[config.mk]
export PLATFORM = sky130hd
export DESIGN_NAME = vga_fb_arbiter
export DESIGN_NICKNAME = d
export VERILOG_FILES = /design/src/rtl/vga_fb_pkg.sv /design/src/rtl/vga_fb_arbiter_tag_pipe.sv /design/src/rtl/vga_fb_arbiter.sv
export SDC_FILE = /design/constraint.sdc
export NUM_CORES = 1
export LEC_CHECK = 0
export CORE_UTILIZATION = 49
export CTS_CLUSTER_DIAMETER = 50
export DETAILED_ROUTE_END_ITERATION = 7
export GPL_TIMING_DRIVEN = 0
export MAX_ROUTING_LAYER = met4
export PLACE_DENSITY = 0.86
export SYNTH_ARGS = -nofsm -noshare
export SYNTH_HDL_FRONTEND = slang
export SYNTH_HIERARCHICAL = 1
export SYNTH_SLANG_ARGS = --single-unit
[constraint.sdc]
create_clock -name clk -period 8.8 [get_ports clk]
set_clock_uncertainty 0.2 [all_clocks]
set_input_delay 2.64 -clock clk [delete_from_list [all_inputs] [get_ports clk]]
set_output_delay 2.64 -clock clk [all_outputs]
set_load 0.01 [all_outputs]
[src/rtl/vga_fb_pkg.sv]
// Shared types and helpers for the VGA framebuffer arbiter.
// Tag encoding for the issue/return pipeline, swap FSM states and framebuffer size derivation.
package vga_fb_pkg;

    typedef enum logic [1:0] {
        TAG_NONE   = 2'd0,
        TAG_DISP   = 2'd1,
        TAG_CPU_RD = 2'd2,
        TAG_CPU_WR = 2'd3
    } tag_t;

    typedef enum logic {
        SWAP_IDLE    = 1'b0,
        SWAP_PENDING = 1'b1
    } swap_state_t;

    function automatic int fb_w(input int width, input int scale_shift);
        return width >> scale_shift;
    endfunction

    function automatic int fb_h(input int height, input int scale_shift);
        return height >> scale_shift;
    endfunction

endpackage

[src/rtl/vga_fb_arbiter_tag_pipe.sv]
// Two-stage tag pipeline: stage 1 sits beside the RAM strobe, stage 2 beside the read data.
// Stage 2 decodes into the load enables for the pixel and CPU read-return registers.
module vga_fb_tag_pipe
    import vga_fb_pkg::*;
(
    input  logic       clk,
    input  logic       rst,
    input  logic [1:0] issue_tag,
    output logic       disp_load,
    output logic       cpu_load
);

    tag_t issue_q;
    tag_t ret_q;

    // NOTE: sequential state uses non-blocking assignments so every register samples pre-edge values.
    always_ff @(posedge clk) begin
        if (rst) begin
            issue_q <= TAG_NONE;
            ret_q   <= TAG_NONE;
        end else begin
            issue_q <= tag_t'(issue_tag);
            ret_q   <= issue_q;
        end
    end

    assign disp_load = (ret_q == TAG_DISP);
    assign cpu_load  = (ret_q == TAG_CPU_RD);

endmodule

[src/rtl/vga_fb_arbiter.sv]
// Single-port framebuffer arbiter: scanout fetch has priority, CPU uses idle slots on the back buffer.
// Front/back buffers swap at the start of vertical blanking after a swap request.
module vga_fb_arbiter
    import vga_fb_pkg::*;
#(
    parameter int WIDTH       = 1920,
    parameter int HEIGHT      = 1080,
    parameter int H_B1        = 192,
    parameter int V_B1        = 41,
    parameter int SCALE_SHIFT = 3,
    parameter int DATA_W      = 12,
    parameter int ADDR_W      = 15
) (
    input  logic              clk,
    input  logic              rst,
    input  logic [15:0]       x,
    input  logic [15:0]       y,
    input  logic              Vde,
    output logic [DATA_W-1:0] pix,
    output logic              mem_en,
    output logic              mem_we,
    output logic [ADDR_W:0]   mem_addr,
    output logic [DATA_W-1:0] mem_wdata,
    input  logic [DATA_W-1:0] mem_rdata,
    input  logic              cpu_req,
    input  logic              cpu_we,
    input  logic [ADDR_W-1:0] cpu_addr,
    input  logic [DATA_W-1:0] cpu_wdata,
    output logic              cpu_ack,
    output logic              cpu_rvalid,
    output logic [DATA_W-1:0] cpu_rdata,
    input  logic              swap_req,
    output logic              swap_done,
    output logic              front
);

    localparam int          FB_W    = fb_w(WIDTH, SCALE_SHIFT);
    localparam logic [15:0] H_B1_W  = 16'(H_B1);
    localparam logic [15:0] V_B1_W  = 16'(V_B1);
    localparam logic [15:0] V_B2_W  = 16'(V_B1 + HEIGHT);
    localparam logic [15:0] WIDTH_W = 16'(WIDTH);

    logic [15:0]       fx;
    logic [15:0]       fy;
    logic              disp_fetch;
    logic              cpu_grant;
    logic              at_boundary;
    logic [ADDR_W-1:0] disp_index;
    tag_t              issue_tag;
    logic [ADDR_W:0]   next_addr;
    logic [DATA_W-1:0] next_wdata;
    logic              disp_load;
    logic              cpu_load;
    logic [DATA_W-1:0] pix_reg;
    swap_state_t       swap_state;

    // The +3 offset pre-compensates the three-cycle fetch-to-pixel latency.
    assign fx = x - H_B1_W + 16'd3;
    assign fy = y - V_B1_W;

    assign disp_fetch = (y >= V_B1_W) && (y < V_B2_W) && (fx < WIDTH_W)
                        && (fx[SCALE_SHIFT-1:0] == '0);
    assign disp_index = ADDR_W'((32'(fy >> SCALE_SHIFT) * FB_W) + 32'(fx >> SCALE_SHIFT));
    assign cpu_grant  = cpu_req && !disp_fetch && !cpu_ack;
    assign at_boundary = (y == V_B2_W) && (x == 16'd0);

    // NOTE: every variable gets a default at the top of always_comb so no path leaves a latch.
    always_comb begin
        issue_tag  = TAG_NONE;
        next_addr  = '0;
        next_wdata = '0;
        if (disp_fetch) begin
            issue_tag = TAG_DISP;
            next_addr = {front, disp_index};
        end else if (cpu_grant) begin
            issue_tag = cpu_we ? TAG_CPU_WR : TAG_CPU_RD;
            next_addr = {~front, cpu_addr};
            if (cpu_we) next_wdata = cpu_wdata;
        end
    end

    always_ff @(posedge clk) begin
        if (rst) begin
            mem_en    <= 1'b0;
            mem_we    <= 1'b0;
            mem_addr  <= '0;
            mem_wdata <= '0;
            cpu_ack   <= 1'b0;
        end else begin
            mem_en    <= (issue_tag != TAG_NONE);
            mem_we    <= (issue_tag == TAG_CPU_WR);
            mem_addr  <= next_addr;
            mem_wdata <= next_wdata;
            cpu_ack   <= cpu_grant;
        end
    end

    vga_fb_tag_pipe u_tag_pipe (
        .clk       (clk),
        .rst       (rst),
        .issue_tag (issue_tag),
        .disp_load (disp_load),
        .cpu_load  (cpu_load)
    );

    always_ff @(posedge clk) begin
        if (rst) begin
            pix_reg    <= '0;
            cpu_rdata  <= '0;
            cpu_rvalid <= 1'b0;
        end else begin
            cpu_rvalid <= cpu_load;
            if (disp_load) pix_reg <= mem_rdata;
            if (cpu_load) cpu_rdata <= mem_rdata;
        end
    end

    assign pix = Vde ? pix_reg : '0;

    // A request arriving exactly on the boundary swaps immediately without visiting PENDING.
    always_ff @(posedge clk) begin
        if (rst) begin
            swap_state <= SWAP_IDLE;
            front      <= 1'b0;
            swap_done  <= 1'b0;
        end else begin
            swap_done <= 1'b0;
            if (at_boundary && (swap_state == SWAP_PENDING || swap_req)) begin
                front      <= ~front;
                swap_done  <= 1'b1;
                swap_state <= SWAP_IDLE;
            end else if (swap_req) begin
                swap_state <= SWAP_PENDING;
            end
        end
    end

endmodule

==> results of run 1 <==
[power by group]
group	leakage (nW)	internal [mW]	switching (mW)
registers	0.513	0.294	0.00307
logic	1.57	0.261	0.298
clock network	0.110	0.167	0.112
[metrics by stage]
step	instance area, um^2	utilization [%]
floorplan	3840	-
global placement	5290	71.4
detailed placement	5290	71.4
CTS	5520	74.4
global route	5520	74.4
finish	5520	74.4
[per-layer routing]
metal | global-route usage (%) | share of wire (%) | wire (um) | up-vias
met5 | - | 0 | 0 | -
met4 | 9.68 | 1.9 | 216 | 0
met3 | 6.40 | 5.7 | 634 | 12
met2 | 48.0 | 48 | 5360 | 142
met1 | 35.0 | 44 | 4940 | 1742
li1 | - | - | - | 1785
[path summary, 6_finish.rpt]
path,start,endpoint,slack (ns),cells after the start
hold / removal,u_tag_pipe/issue_q[1]$_SDFF_PP0_,u_tag_pipe/ret_q[1]$_SDFF_PP0_,0.25,1
setup / recovery,y[0],mem_addr[14]$_SDFF_PP0_,1.33,17
hold reg to reg,u_tag_pipe/issue_q[1]$_SDFF_PP0_,u_tag_pipe/ret_q[1]$_SDFF_PP0_,0.25,1
setup reg to reg,u_tag_pipe/ret_q[0]$_SDFF_PP0_,cpu_rdata[4]$_SDFFE_PP0P_,6.79,5
[worst max-delay path: stages]
cell and delay, ns:
clkdlybuf4s50_1 0.51, nor4_4 0.33, nor2_1 0.13, nor2_1 0.42, fa_1 0.52, fa_1 0.50
fa_1 0.44, xor2_1 0.16, ha_1 0.32, o21a_1 0.12, o31a_1 0.12, o21a_1 0.17
o21ai_0 0.31, a21oi_1 0.13, o21ai_0 0.25, nor3_1 0.09, a2111oi_2 0.33
[cell families after synthesis]
kind of cell,after synthesis,synth area share (%)
and+or+nand+nor,168,23.3
DFF,63,32.9
adders and majority gates,34,13.4
muxes,24,6.26
AOI/OAI and AO/OA,73,12.3
xor gates and xnor gates,31,7.08
buffers and inverters,44,4.76
[area by class of cell]
class,count,area share [%]
inverters,26,1.77
well taps,99,2.25
clock buffers,11,2.56
flip-flops and latches,63,22.9
multi-input cells,330,43.4
clock inverters,5,1.47
plain buffers,18,1.54
repair buffers,133,24.1
[placed cells by master, fill, tap and decap left out, drive strengths merged, types with 4 or more instances in the layout]
master	netlist	layout
a21o	5	5
a21oi	24	24
a31oi	5	5
and2	25	25
buf	8	8
clkbuf	10	21
clkdlybuf4s50	0	133
dfxtp	63	63
fa	12	12
ha	22	22
inv	26	26
mux2i	24	24
nand2	25	25
nand2b	8	8
nand3	16	16
nor2	48	48
nor2b	8	8
nor3	11	11
nor4	5	5
o21a	6	6
o21ai	16	16
or3	7	7
or4	4	4
xnor2	18	18
xor2	13	13
==> key figures, run 1 <==
Setup path
  • Critical path endpoint category: register
  • Startpoint types: primary input
  • CP max FO: 5
  • CP required: 8.84 ns
  • Setup Crit Path Kind: in2reg
  • Critical Path AT: 7.51 ns

Min path
  • Hold Path Class: reg2reg

STA
  • Worst-Margin Slew: 0.816 ns
  • Normalized max-slew margin: 45.6%
  • Minimum clock period after layout: 7.47 ns
  • Unrepaired setup endpoints after global routing: false
  • Fin crit share: 84.9%
  • Final Hold Fails: 0
  • Max Fclk: 134 MHz
  • WHS: 0.246 ns
  • Setup ws final: 1.33 ns
  • Slew Viols, Final: 0
  • Final setup vio count: 0
  • Final setup TNS: 0 ns

CTS
  • Hold_buf cts: 0
  • TritonCTS clock tree: yes
  • Setup bufs post-CTS: 0
  • Worst-path clk slew: 0.07 ns
  • Clock root buffer: clkbuf_8
  • Skew-Pair Late Insertion Delay: 0.33 ns
  • Buffer levels on the longest clock path: 2
  • Inserted Clock Buffers: 9
  • CTS Sinks: 63
  • H-tree levels: 3
  • CTS resizes: 0

Synthesis
  • Synth cell types: 53
  • Post-Syn Instances: 437
  • Dominant synthesized flop cell: dfxtp_1
  • Synth area leader: dfxtp_1
  • Synthesized flop and latch total: 63
  • Register area share after synthesis: 32.9%
  • Syn Nets: 548
  • Synth top area share: 32.9%
  • Yosys synthesis warning count: 6
  • Most frequent cells after synthesis: dfxtp_1, nor2_1, inv_1
  • Top-count cell post-synth: dfxtp_1
  • Post-synthesis async set-or-reset flop share: 0%
  • Post-synth EDFFs: 0
  • Largest cells by area after synthesis: dfxtp_1, ha_1, fa_1
  • Avg Inst Size Synth: 8.78 um^2
  • Mapped Area: 3840 um^2

Route
  • Antenna Nets Post-Route: 0
  • Via/cell ratio: 5.37
  • # DRC: 0
  • Wire per inst: 16.3 um
  • DRT iter0 DRCs: 163
  • Initial DRT Pass Iterations: 4
  • Final wirelength: 11200 um
  • Via Count: 3681

Cells and area
  • Nets: 692
  • Multi-input gate area: 2390 um^2
  • Register area: 1260 um^2
  • Share of cells above drive strength 1: 5.12%
  • Non-filler instance count after layout: 685
  • Max reg flops: 16
  • Area delta synth->final: 43.7%
  • Fillers: 532
  • Most flops, register: mem_addr
  • Antenna fix cells: 0

Floorplan
  • Die X: 90.5 um
  • IO Count: 135
  • Core area: 7410 um^2
  • FP Rows: 31
  • Die Area: 8190 um^2
  • Die Y: 90.5 um
  • Starting Density: 51.8%

Placed design
  • I/O Buffers: 133
  • Post-placement cell count: 669
  • Global placement routability congestion: 0.924
  • Worst slack, placed: 1.01 ns
  • Placed wire-length estimate: 8820 um

Pwr
  • Pwr/cell area: 206 nW/um^2
  • Final Total Pwr: 1.13 mW
  • P_leak: 2.19 nW
  • Max IR drop VDD: 0.140 mV

Global routing
  • Largest net degree at the start of global routing: 12
  • Total GRT Usage: 29.0%
  • First-pass GRT wire length: 18200 um
  • Vias in the first global route: 3659
  • Initial antenna violation count: 0
  • Total gr overflow: 0

Status
  • Outcome: completed

Flow run
  • Total of max-cap violations: 0
(Power assumes the default switching activity.)
==> run 2, diff against run 1 <==
Settings changed: CORE_UTILIZATION 49 to 41, PLACE_DENSITY 0.86 to 0.77.
Clock period 8.8 ns to 6 ns, I/O delays scaled along.
==> key figures, run 2 (same netlist as run 1, synthesis figures left out) <==
Status
  • Outcome: completed

CTS
  • CTS Sinks: 63
  • Clock root buffer: clkbuf_8
  • H-tree levels: 3
  • Hold_buf cts: 0
  • Skew-Pair Late Insertion Delay: 0.33 ns
  • Worst-path clk slew: 0.06 ns
  • Inserted Clock Buffers: 9
  • Buffer levels on the longest clock path: 2
  • TritonCTS clock tree: yes

Global routing
  • Vias in the first global route: 3741
  • Initial antenna violation count: 0
  • Largest net degree at the start of global routing: 11
  • Total GRT Usage: 24.4%
  • First-pass GRT wire length: 18100 um
  • Total gr overflow: 0

Setup path
  • Worst path max stage delay: 0.55 ns
  • Critical path's slowest cell: fa_2
  • CP required: 6.04 ns
  • CP Buf/Inv Count: 1
  • Startpoint types: primary input
  • Critical Path AT: 5.89 ns
  • CP max FO: 5
  • Crit-path most repeated cell: o21a_1
  • Critical path endpoint category: register
  • CP top delay family: compound AO/OA/AOI/OAI gates
  • Setup Crit Path Kind: in2reg
  • Worst-path cell chain: clkdlybuf4s15_2 > o31a_1 > nor3_2 > nor2_4 > fa_2 > fa_1 > ha_1 > a21o_1 > a21oi_2 > xnor2_1 > ha_1 > o21a_1 > o21ai_2 > a21oi_1 > o21a_1 > o21a_1 > o21a_1 > o41ai_2

Pwr
  • Max IR drop VDD: 0.208 mV
  • Pwr/cell area: 333 nW/um^2
  • Final Total Pwr: 1.95 mW
  • Sequential share of power: 22.4%
  • Net Sw Frac: 37.4%
  • Share of total power in the clock network: 17.9%
  • Net switching power: 0.728 mW
  • Comb power frac: 59.7%
  • P_leak: 2.34 nW
  • Pint: 1.22 mW

Floorplan
  • IO Count: 135
  • Die Area: 9750 um^2
  • Die X: 98.7 um
  • Starting Density: 43.2%
  • Die Y: 98.7 um
  • Core area: 8890 um^2
  • FP Rows: 34

Route
  • Via/cell ratio: 5.29
  • # DRC: 0
  • Via Count: 3766
  • Antenna Nets Post-Route: 0
  • Wire per inst: 15.9 um
  • Final wirelength: 11300 um
  • Initial DRT Pass Iterations: 4
  • DRT iter0 DRCs: 117

Cells and area
  • Antenna fix cells: 0
  • Commonest non-fill, non-tap cell in the layout: clkdlybuf4s50_1
  • Nets: 712
  • Max reg flops: 16
  • Most flops, register: mem_addr
  • Share of cells above drive strength 1: 15.1%
  • Most frequent cells in the layout: clkdlybuf4s50_1, dfxtp_1, nor2_1
  • Area delta synth->final: 52.3%

STA
  • Max Fclk: 171 MHz
  • Worst-Margin Slew: 0.751 ns
  • Final setup TNS: 0 ns
  • Fin crit share: 97.6%
  • Final setup vio count: 0
  • Slew Viols, Final: 0
  • Final Hold Fails: 0
  • Minimum clock period after layout: 5.85 ns
  • Normalized max-slew margin: 49.9%

Flow run
  • Total of max-cap violations: 0

Min path
  • Hold Path Class: reg2reg

Placed design
  • Global placement routability congestion: 0.854
  • I/O Buffers: 133
  • Placed wire-length estimate: 8610 um
## run 2: cell count changes in the layout (fill, tap and decap cells not counted), sizes merged
cell           previous run  this run
dlymetal6s2s              0         1
bufinv                    2         1
clkdlybuf4s50           133       126
dlygate4sd2               0         1
clkdlybuf4s15             0         1
buf                       8        31
## run 2: through the flow
| step | cell area, um^2 | util [%] | std cells | setup slack (ns) | hold slack, ns |
|---|---|---|---|---|---|
| finish | 5840 | 65.7 | 712 | 0.147 | 0.240 |
| global route | 5840 | 65.7 | 712 | -0.0116 | 0.260 |
| CTS | 5680 | 63.9 | 704 | 0.00466 | 0.244 |
| detailed placement | 5300 | 59.7 | 678 | -0.979 | 0.228 |
| global placement | 5300 | 59.7 | 678 | -0.856 | 0.223 |
| floorplan | 3840 | - | 437 | 0.00916 | 0.214 |
## run 2: metal layers
metal | track usage [%] | vias up | part of all wire, %
met3 | 4.11 | 14 | 6.3
met4 | 7.92 | 0 | 1.6
met1 | 29.4 | 1767 | 43
met2 | 41.4 | 170 | 49
li1 | - | 1815 | -
met5 | - | - | 0
## run 2: worst paths after layout
check | endpoint | startpoint | slack (ns) | cells after the start
setup / recovery | mem_addr[13]$_SDFF_PP0_ | y[1] | 0.15 | 18
hold / removal | u_tag_pipe/ret_q[0]$_SDFF_PP0_ | u_tag_pipe/issue_q[0]$_SDFF_PP0_ | 0.24 | 1
setup reg to reg | cpu_rdata[9]$_SDFFE_PP0P_ | u_tag_pipe/ret_q[0]$_SDFF_PP0_ | 4.00 | 5
hold reg to reg | u_tag_pipe/ret_q[0]$_SDFF_PP0_ | u_tag_pipe/issue_q[0]$_SDFF_PP0_ | 0.24 | 1
## run 2: area by class of cell
class                      instances  area, um^2
buffer                            17        81.3
clock buffer                      10         138
clock inverter                     4        47.5
fill                             723        3050
inverter                          26        97.6
multi-input combinational        330        2610
sequential                        63        1260
tap                              108         135
timing repair buffer             154        1470
## run 2: power by group through the flow
stage               registers [mW]  logic, mW  clock network [mW]
detailed placement           0.445      0.811                   0
floorplan                    0.450      0.590                   0
finish                       0.436       1.16               0.348
global route                 0.437       1.28               0.378
global placement             0.445      0.785                   0
CTS                          0.436      0.970               0.355
## run 2: timing repair
item	4_1_cts	5_1_grt
pin swaps	15	20
hold endpoints to repair	0	0
buffers inserted	13	8
endpoints found under the setup margin	5	4
resized for setup	33	33
==> run 3, diff against run 2 <==
Settings changed: CORE_ASPECT_RATIO set to 2.
==> key figures, run 3 (same netlist as run 1, synthesis figures left out) <==
STA
  • Final Hold Fails: 0
  • Fin crit share: 98.4%
  • Final setup TNS: 0 ns
  • Max Fclk: 169 MHz
  • Minimum clock period after layout: 5.90 ns
  • Final setup vio count: 0
  • Slew Viols, Final: 0
  • Worst-Margin Slew: 0.766 ns
  • Normalized max-slew margin: 48.9%
  • WHS: 0.265 ns

CTS
  • Skew-Pair Late Insertion Delay: 0.32 ns
  • CTS Sinks: 63
  • Buffer levels on the longest clock path: 2
  • Inserted Clock Buffers: 9
  • Clock root buffer: clkbuf_16
  • Worst-path clk slew: 0.05 ns
  • TritonCTS clock tree: yes
  • Hold_buf cts: 0
  • H-tree levels: 3

Floorplan
  • Die X: 70.4 um
  • IO Count: 135
  • Core area: 9010 um^2
  • FP Rows: 49
  • Starting Density: 42.6%
  • Die Y: 139 um
  • Die Area: 9770 um^2

Cells and area
  • Antenna fix cells: 0
  • Commonest non-fill, non-tap cell in the layout: clkdlybuf4s50_1
  • Util after Layout: 64.9%
  • Share of cells above drive strength 1: 11.7%
  • Max reg flops: 16
  • Most flops, register: mem_addr
  • Design area: 5850 um^2
  • Area delta synth->final: 52.4%
  • Most frequent cells in the layout: clkdlybuf4s50_1, dfxtp_1, nor2_1
  • Nets: 704

Route
  • Wire per inst: 16.3 um
  • DRT iter0 DRCs: 133
  • Initial DRT Pass Iterations: 4
  • Via Count: 3734
  • Antenna Nets Post-Route: 0
  • Via/cell ratio: 5.33
  • # DRC: 0
  • Final wirelength: 11400 um

Flow run
  • Total of max-cap violations: 0

Setup path
  • Startpoint types: primary input
  • Crit-path most repeated cell: o21a_1
  • Critical path destination: mem_addr[13]$_SDFF_PP0_
  • Worst-path cell chain: clkbuf_2 > o31a_1 > buf_4 > nor3_4 > nor2_4 > fa_1 > fa_1 > ha_1 > a21o_1 > a21oi_2 > xnor2_1 > ha_1 > o21a_1 > o21ai_0 > a21oi_1 > o21a_1 > o21a_1 > o21a_1 > o41ai_2
  • Critical Path AT: 5.93 ns
  • CP Buf/Inv Count: 2
  • CP required: 6.03 ns
  • Critical path endpoint category: register
  • Critical path's slowest cell: fa_1
  • CP max FO: 4
  • Crit Reg-Reg Endpoint: cpu_rdata[9]$_SDFFE_PP0P_
  • Worst path max stage delay: 0.58 ns
  • Worst setup path start: y[1]
  • CP top delay family: compound AO/OA/AOI/OAI gates
  • Worst R2R Path Depth: 5
  • RR Startpoint: u_tag_pipe/ret_q[0]$_SDFF_PP0_
  • Setup Crit Path Kind: in2reg
  • Critical path depth in cells: 19
  • Register-to-register setup slack: 3.97 ns

Placed design
  • Placed wire-length estimate: 9080 um
  • Area post-placement: 5300 um^2
  • I/O Buffers: 133
  • Global placement routability congestion: 0.893

Global routing
  • Largest net degree at the start of global routing: 11
  • First-pass GRT wire length: 18000 um
  • Met3 Track Usage GR: 5.23%
  • Initial antenna violation count: 0
  • Vias in the first global route: 3806
  • Total gr overflow: 0
  • Total GRT Usage: 24.0%
  • GR Util met2: 46.7%
  • GR peak layer: met2
  • Met1 usage in global routing: 21.0%

Min path
  • Hold Path Class: reg2reg

Pwr
  • P_leak: 2.34 nW
  • Pwr/cell area: 327 nW/um^2
  • Final Total Pwr: 1.91 mW
  • Max IR drop VDD: 0.178 mV

Status
  • Outcome: completed
run 3: timing repair:
| item | 4_1_cts | 5_1_grt |
|---|---|---|
| buffers inserted | 8 | 5 |
| endpoints found under the setup margin | 5 | 4 |
| pin swaps | 13 | 12 |
| resized for setup | 33 | 20 |
run 3: worst min-delay path by stage:
stage / from / to / cells past startpoint / slack, ns
floorplan: u_tag_pipe/issue_q[0]$_SDFF_PP0_ / u_tag_pipe/ret_q[0]$_SDFF_PP0_ / 1 / 0.21
global placement: u_tag_pipe/issue_q[0]$_SDFF_PP0_ / u_tag_pipe/ret_q[0]$_SDFF_PP0_ / 1 / 0.22
detailed placement: u_tag_pipe/issue_q[1]$_SDFF_PP0_ / u_tag_pipe/ret_q[1]$_SDFF_PP0_ / 1 / 0.23
CTS: u_tag_pipe/issue_q[0]$_SDFF_PP0_ / u_tag_pipe/ret_q[0]$_SDFF_PP0_ / 1 / 0.26
global route: u_tag_pipe/issue_q[0]$_SDFF_PP0_ / u_tag_pipe/ret_q[0]$_SDFF_PP0_ / 1 / 0.27
finish: u_tag_pipe/issue_q[0]$_SDFF_PP0_ / u_tag_pipe/ret_q[0]$_SDFF_PP0_ / 1 / 0.27
run 3: final cells by class:
class,instances,area [um^2]
Fill cell,759,3160
Multi-Input combinational cell,330,2570
Timing Repair Buffer,146,1420
Sequential cell,63,1260
Clock buffer,13,250
Tap cell,102,128
Inverter,26,97.6
Buffer,17,81.3
Clock inverter,3,42.5
run 3: report_power, final:
| group | switching (mW) | total [mW] | internal, mW |
|---|---|---|---|
| clock network | 0.170 | 0.502 | 0.332 |
| logic | 0.501 | 0.971 | 0.470 |
| registers | 0.00443 | 0.437 | 0.432 |
run 3: routing by layer:
layer,vias to the layer above,wire length [um]
met5,-,0
met4,0,420
met3,33,619
met2,140,6650
met1,1757,3710
li1,1804,-
run 3: stage by stage:
| step | setup slack (ns) | cells |
|---|---|---|
| 2_1_floorplan | 0.00916 | 437 |
| 3_3_place_gp | -0.946 | 672 |
| 3_5_place_dp | -1.11 | 672 |
| 4_1_cts | 0.00526 | 695 |
| 5_1_grt | -0.0731 | 700 |
| 6_report | 0.0982 | 700 |
